File: config.mk
export PLATFORM = sky130hd
export DESIGN_NAME = column_move_sorter
export DESIGN_NICKNAME = d
export VERILOG_FILES = /design/src/rtl/column_move_sorter.sv
export SDC_FILE = /design/constraint.sdc
export NUM_CORES = 1
export LEC_CHECK = 0
export ABC_AREA = 0
export BUFFER_PORTS_ARGS = -buffer_cell sky130_fd_sc_hd__buf_4
export CAP_MARGIN = 15
export CORE_ASPECT_RATIO = 0.5
export CORE_MARGIN = 2
export CORE_UTILIZATION = 40
export CTS_CLUSTER_SIZE = 28
export DETAILED_ROUTE_END_ITERATION = 10
export RECOVER_POWER = 50
export SETUP_SLACK_MARGIN = 0.5
export SLEW_MARGIN = 20
export SYNTH_ARGS = -nofsm -noshare
export SYNTH_HDL_FRONTEND = slang
export SYNTH_SLANG_ARGS = --single-unit
File: constraint.sdc
create_clock -name clk_i -period 9.9 [get_ports clk_i]
set_input_delay 1.485 -clock clk_i [delete_from_list [all_inputs] [get_ports clk_i]]
set_output_delay 1.485 -clock clk_i [all_outputs]
set_load 0.05 [all_outputs]
File: src/rtl/column_move_sorter.sv
// Column move sorter: round-robin intake from eight square units into a buffer kept
// sorted by MVV-LVA score; the best move streams out and done flags an exhausted column.
module column_move_sorter #(
   parameter int unsigned DEPTH  = 16,
   parameter int unsigned MOVE_W = 18
) (
   input  logic                      clk_i,
   input  logic                      reset_i,
   input  logic                      flush_i,
   input  logic [7:0]                sq_valid_i,
   input  logic [8*MOVE_W-1:0]       sq_move_i,
   output logic [7:0]                sq_ready_o,
   input  logic [7:0]                sq_done_i,
   output logic                      out_valid_o,
   output logic [MOVE_W-1:0]         out_move_o,
   output logic [5:0]                out_score_o,
   input  logic                      out_ready_i,
   output logic [$clog2(DEPTH):0]    count_o,
   output logic                      done_o
);

   localparam int unsigned CW = $clog2(DEPTH) + 1;

   logic [MOVE_W-1:0] mem_q [DEPTH];
   logic [MOVE_W-1:0] mem_d [DEPTH];
   logic [MOVE_W-1:0] sh_m  [DEPTH];
   logic [5:0]        scr_q [DEPTH];
   logic [5:0]        scr_d [DEPTH];
   logic [5:0]        sh_s  [DEPTH];
   logic [CW-1:0]     count_q, count_d, cnt_pop, ins;
   logic [2:0]        ptr_q, ptr_d, grant_idx, idx;
   logic              valid_q, done_q, done_d;
   logic              grant_found, pop, push, space, clr;
   logic [MOVE_W-1:0] new_mv;
   logic [5:0]        new_scr;

   function automatic logic [5:0] score_of(input logic [MOVE_W-1:0] m);
      return {m[MOVE_W-1 -: 3], 3'd7 - m[MOVE_W-4 -: 3]};
   endfunction

   assign clr     = reset_i | flush_i;
   assign pop     = valid_q & out_ready_i & ~clr;
   assign space   = (count_q < CW'(DEPTH)) | pop;
   assign push    = grant_found & space & ~clr;
   assign new_mv  = sq_move_i[grant_idx*MOVE_W +: MOVE_W];
   assign new_scr = score_of(new_mv);

   // Search starts at the row after the last grant.
   always_comb begin
      grant_found = 1'b0;
      grant_idx   = ptr_q;
      idx         = ptr_q;
      for (int k = 0; k < 8; k++) begin
         idx = ptr_q + 3'(k);
         if (!grant_found && sq_valid_i[idx]) begin
            grant_found = 1'b1;
            grant_idx   = idx;
         end
      end
   end

   assign sq_ready_o = push ? (8'd1 << grant_idx) : 8'd0;

   // Pop shifts first; the new move then lands after every entry of equal or higher score.
   always_comb begin
      cnt_pop = count_q - CW'(pop);
      ins     = '0;
      for (int i = 0; i < int'(DEPTH); i++) begin
         if (!pop) begin
            sh_m[i] = mem_q[i];
            sh_s[i] = scr_q[i];
         end else if (i < int'(DEPTH) - 1) begin
            sh_m[i] = mem_q[(i + 1) % DEPTH];
            sh_s[i] = scr_q[(i + 1) % DEPTH];
         end else begin
            sh_m[i] = '0;
            sh_s[i] = '0;
         end
      end
      for (int i = 0; i < int'(DEPTH); i++) begin
         if (CW'(i) < cnt_pop && sh_s[i] >= new_scr) ins = CW'(i + 1);
      end
      for (int i = 0; i < int'(DEPTH); i++) begin
         if (!push || CW'(i) < ins) begin
            mem_d[i] = sh_m[i];
            scr_d[i] = sh_s[i];
         end else if (CW'(i) == ins) begin
            mem_d[i] = new_mv;
            scr_d[i] = new_scr;
         end else begin
            mem_d[i] = sh_m[(i + DEPTH - 1) % DEPTH];
            scr_d[i] = sh_s[(i + DEPTH - 1) % DEPTH];
         end
      end
      count_d = count_q + CW'(push) - CW'(pop);
      ptr_d   = push ? grant_idx + 3'd1 : ptr_q;
   end

   always_comb begin
      done_d = done_q;
      if (|sq_valid_i)                                     done_d = 1'b0;
      else if (&sq_done_i && count_q == '0 && !push)      done_d = 1'b1;
   end

   always_ff @(posedge clk_i) begin
      if (clr) begin
         for (int i = 0; i < int'(DEPTH); i++) begin
            mem_q[i] <= '0;
            scr_q[i] <= '0;
         end
         count_q <= '0;
         valid_q <= 1'b0;
         ptr_q   <= '0;
         done_q  <= 1'b0;
      end else begin
         for (int i = 0; i < int'(DEPTH); i++) begin
            mem_q[i] <= mem_d[i];
            scr_q[i] <= scr_d[i];
         end
         count_q <= count_d;
         valid_q <= (count_d != '0);
         ptr_q   <= ptr_d;
         done_q  <= done_d;
      end
   end

   assign out_valid_o = valid_q;
   assign out_move_o  = mem_q[0];
   assign out_score_o = scr_q[0];
   assign count_o     = count_q;
   assign done_o      = done_q;

endmodule

* After elaboration in Yosys (flattened, before gate mapping)
Memory sizes are Yosys's and may differ from the RTL's. Index checks and enable logic that the tools add are counted.
Operators by class: multiplexer cells 179, add/sub/neg operators 12, shift operators 2, bitwise operators 39, eq/ne operators 15, multipliers 1, reductions and logical operators 54, divide/modulo/power cells 0, magnitude comparators 57
Operator list (number):
- 2-to-1 mux 18 bit | 64
- 2-to-1 mux 6 bit | 64
- variable part select 144 x 9 -> 18 bit | 1
- greater-or-equal comparator 6 bit | 16
- less-than comparator 4 x 5 -> 1 bit, first input constant | 16
- 2-to-1 mux 5 bit | 15
- == test 4 x 5 -> 1 bit, first input constant | 8
- less-than comparator 3 x 5 -> 1 bit, first input constant | 8
- bitwise OR 1 bit | 34
- less-than comparator 3 x 4 -> 1 bit, second input constant | 8
- logical AND 1 bit | 25
- binary-select mux 1 bit (select 3 bit) | 8
- 2-to-1 mux 3 bit | 7
- == test 3 x 5 -> 1 bit, first input constant | 4
- less-than comparator 1 x 5 -> 1 bit, first input constant | 4
- less-than comparator 2 x 5 -> 1 bit, first input constant | 4
- 2-to-1 mux 1 bit | 20
- logical OR 1 bit | 16
- adder 3 bit, second input constant | 4
- == test 2 x 5 -> 1 bit, first input constant | 2
- logical NOT 5 bit | 2
- subtractor 5 x 1 -> 5 bit | 2
- OR reduction 9 bit | 1
- logical NOT 1 bit | 8
- other kinds (13) | 18
Storage, ports and cells: word-level logic and storage cells 365, bits in read-only memories 0, memories kept 2, RAM bits 384, input port bits 164, register bits 10, bits in latches 0
Memory list:
- mem_q | words 16, bits a word 18, read ports 16, clocked after Yosys merged registers in 0, wr ports 16, line 24 | logic [MOVE_W-1:0] mem_q [DEPTH];
- scr_q | words 16, bits a word 6, read ports 16, clocked after Yosys merged registers in 0, wr ports 16, line 27 | logic [5:0] scr_q [DEPTH];

* Depth between registers and ports, before layout
word-level depth 49, mapped depth 35, gate-level depth less buffers 25

* Worst setup path before layout
No wires, ideal clock.
kind input -> register, start point input sq_valid_i[2], end point memory mem_q[3][10] (netlist: mem_q[0][64]), data required time 9767 ps, path slack 2098 ps, arrival time 7669 ps, stages 27, path through mux4_2 mux2i_1 a32o_1 nand4_1 clkbuf_1 buf_2 buf_2 nand2_1 nand3_1 a2111oi_0 nor4_2 inv_2 buf_2 ha_1 nand2b_1 a21o_1 a2111oi_0 o21bai_1 a22oi_1 o211ai_1 a21oi_1 clkbuf_1 nand3b_1 or2_2 clkbuf_1 clkbuf_1 o211ai_1
RTL lines:
- start, declared | line 10 | input logic [7:0] sq_valid_i,
- end, declared | line 24

==> run summary <==
Fillers = 6712
Post-Layout Cell Count = 4549
Yosys top cell by area = dfxtp_1
H-tree lvl count = 2
Seq/Total Area, Yosys = 29.9%
Library cells used by synthesis = 91
Setup Buffers After CTS = 0
Routed WL = 98200 µm
DR iter-0 viols = 3563
HPWL after detailed placement = 67800 µm
Commonest cells in the netlist = nand2_1, dfxtp_1, a21oi_1
Ys async rst share = 0%
R2r worst-path depth = 28
GPL Wtd Cong = 0.910
# setup viols final = 0
Top-count cell post-synth = nand2_1
CTS root buf = clkbuf_16
Hold depth = 2
CP arrival = 9.55 ns
Critical Path Source Type = flop
Predominant post-synthesis flop cell = dfxtp_1
Remaining antenna violation count = 0
Synthesis Warnings = 0
Worst min path class = flop to flop
First drt pass iteration count = 6
Gr ovfl total = 0
FF+latch count, synth = 394
Routed wire length per instance = 21.6 µm
Fin nets = 3913
Chip height = 186 µm
Leakage power = 10.9 nW
Max-capacitance violation count = 0
# rows = 66
Die Footprint = 0.0682 mm²
Synth Instances = 3675
Area share of the largest cell type after synthesis = 29.9%
Place WS = 0.742 ns
Synthesized cell area = 0.0264 mm²
CP peak stage delay = 0.68 ns
Post-CTS resize count = 0
Vias per std cell = 6.12
Max-slew violations = 0
Area of the multi-input gates = 0.0167 mm²
Avg Cell Area, Syn = 7.19 µm²
Final Worst Setup Slack = 0.828 ns
RSZ-0062 raised after global routing = no
CTS Buffer Depth = 3
CTS Sinks = 394
Post-synth EDFFs = 0
Pwr Total = 4.77 mW
Worst EP required = 10.38 ns
Total number of vias = 27859
CORE AREA = 0.0652 mm²
I/O Buffers = 202
DRC = 0
Die W = 367 µm
Worst Skew = 0.0337 ns
Layout cell share with drive strength beyond 1 = 10.2%
Period utilization = 91.6%
Vias in the first global route = 25364
Cts hold-fix bufs = 0
Starting density of the core = 40.5%
Crit path top cell by count = buf_4
Worst-Skew Late Latency = 0.58 ns
# placed instances = 4475
Tmin final = 9.07 ns
CTS tree = done
TNS Setup = 0 ns
Slowest stage cell, crit path = clkbuf_1
Hold Fails Final Rpt = 0
Mapped Nets = 3953
Fmax = 110 MHz
Clock-pin slew on the worst setup and hold paths = 0.06 ns
Clock buffer count from CTS = 42
Max VDD drop = 0.114 mV
Max_slew headroom = 17.3%
Status = complete, no violations
Power per Cell Area = 162 mW/mm²
Initial antenna violation count = 1
Slew @ Worst Pin = 1.24 ns
Crit Path Category = flop to flop
Synth top area cells = dfxtp_1, nand2_1, a21oi_1, ha_1, clkbuf_1
Largest net degree at the start of global routing = 200
Area grow syn2layout = 11.3%
Register area = 0.00789 mm²
First-pass GRT wire length = 151000 µm
Worst-path fanout max = 52
I/O Pins = 203
Endpoint type of the worst setup path = flop
GRT Resource Usage Total = 27.5%
-- registers in the layout, indices dropped and copies added, names as in the netlist --
register and cells:
done_o 1, scr_q 96, count_o 5, mem_q 288
ptr_q 3, out_valid_o 1
-- routing by layer --
metal | routed length [µm] | track usage (%) | up-vias
met2 | 38300 | 37.7 | 1487
met3 | 10800 | 6.23 | 140
met1 | 47100 | 42.6 | 13064
met5 | 0 | 0 | -
li1 | - | - | 13168
met4 | 1930 | 5.92 | 0
-- worst max-delay path: cells and delay by family (launching register included) --
| family | cells | cell delay [ns] |
|---|---|---|
| adders and majority gates | 2 | 0.74 |
| AOI/OAI and AO/OA | 8 | 2.44 |
| and+or+nand+nor | 9 | 1.71 |
| muxes | 2 | 1.02 |
| buffers and inverters | 7 | 2.40 |
| DFF | 1 | 0.64 |
-- placed cells by master, fill, tap and decap left out, types with 35 or more instances in the layout --
cell / netlist / final
clkbuf_16: 0 / 42
a22oi_1: 77 / 77
dfxtp_1: 394 / 394
o221ai_1: 65 / 65
inv_1: 64 / 65
a21oi_1: 338 / 339
nand3_1: 157 / 156
mux2i_1: 77 / 77
nand2_1: 954 / 953
a211oi_1: 35 / 35
clkbuf_1: 236 / 46
a2111oi_0: 56 / 56
buf_4: 29 / 243
nor3_1: 40 / 39
o21ai_1: 94 / 81
o21ai_0: 112 / 125
ha_1: 113 / 112
and2_1: 46 / 39
nor2_1: 112 / 109
o211ai_1: 86 / 86
a31oi_1: 65 / 65
-- through the flow --
step	hold slack [ns]	instance area (µm²)	utilization, %
3_3_place_gp	0.457	28200	43.2
3_5_place_dp	0.470	28200	43.2
4_1_cts	0.484	29600	45.4
5_1_grt	0.505	29400	45.1
2_1_floorplan	0.443	26400	-
6_report	0.480	29400	45.1
-- report_power, final --
group          leakage, nW  total (mW)  internal [mW]  switching, mW
Clock                0.688        1.64          0.924          0.715
Combinational         6.99        1.46          0.403           1.06
Sequential            3.18        1.67           1.63         0.0389
Total                 10.9        4.77           2.96           1.81
-- final timing paths --
kind                                     from            end  slack, ns
worst min register to register  mem_q[0][286]  mem_q[0][286]       0.48
worst max-delay path                 ptr_q[1]    scr_q[0][0]       0.83
worst min-delay path            mem_q[0][286]  mem_q[0][286]       0.48
worst max register to register       ptr_q[1]    scr_q[0][0]       0.83
-- cells by family (layout without fill, tap and decap cells) --
family / count (synthesis) / in the layout / synth area share [%]
xor+xnor: 14 / 14 / 0.535
simple gates: 1455 / 1455 / 23.7
mux: 89 / 89 / 3.86
other cells: 0 / 1 / 0
compound gates: 1167 / 1167 / 29.4
fa+ha+maj: 114 / 114 / 5.43
buf+inv: 442 / 431 / 7.21
flops: 394 / 394 / 29.9
-- cell type report --
cell class,instances,share of cell area [%]
well taps,884,3.76
diodes,1,0.00851
clock inverters,13,0.553
flip-flops and latches,394,26.8
clock buffers,60,4.18
multi-input cells,2839,56.8
repair buffers,286,6.87
inverters,72,0.945
(Power assumes the default switching activity.)
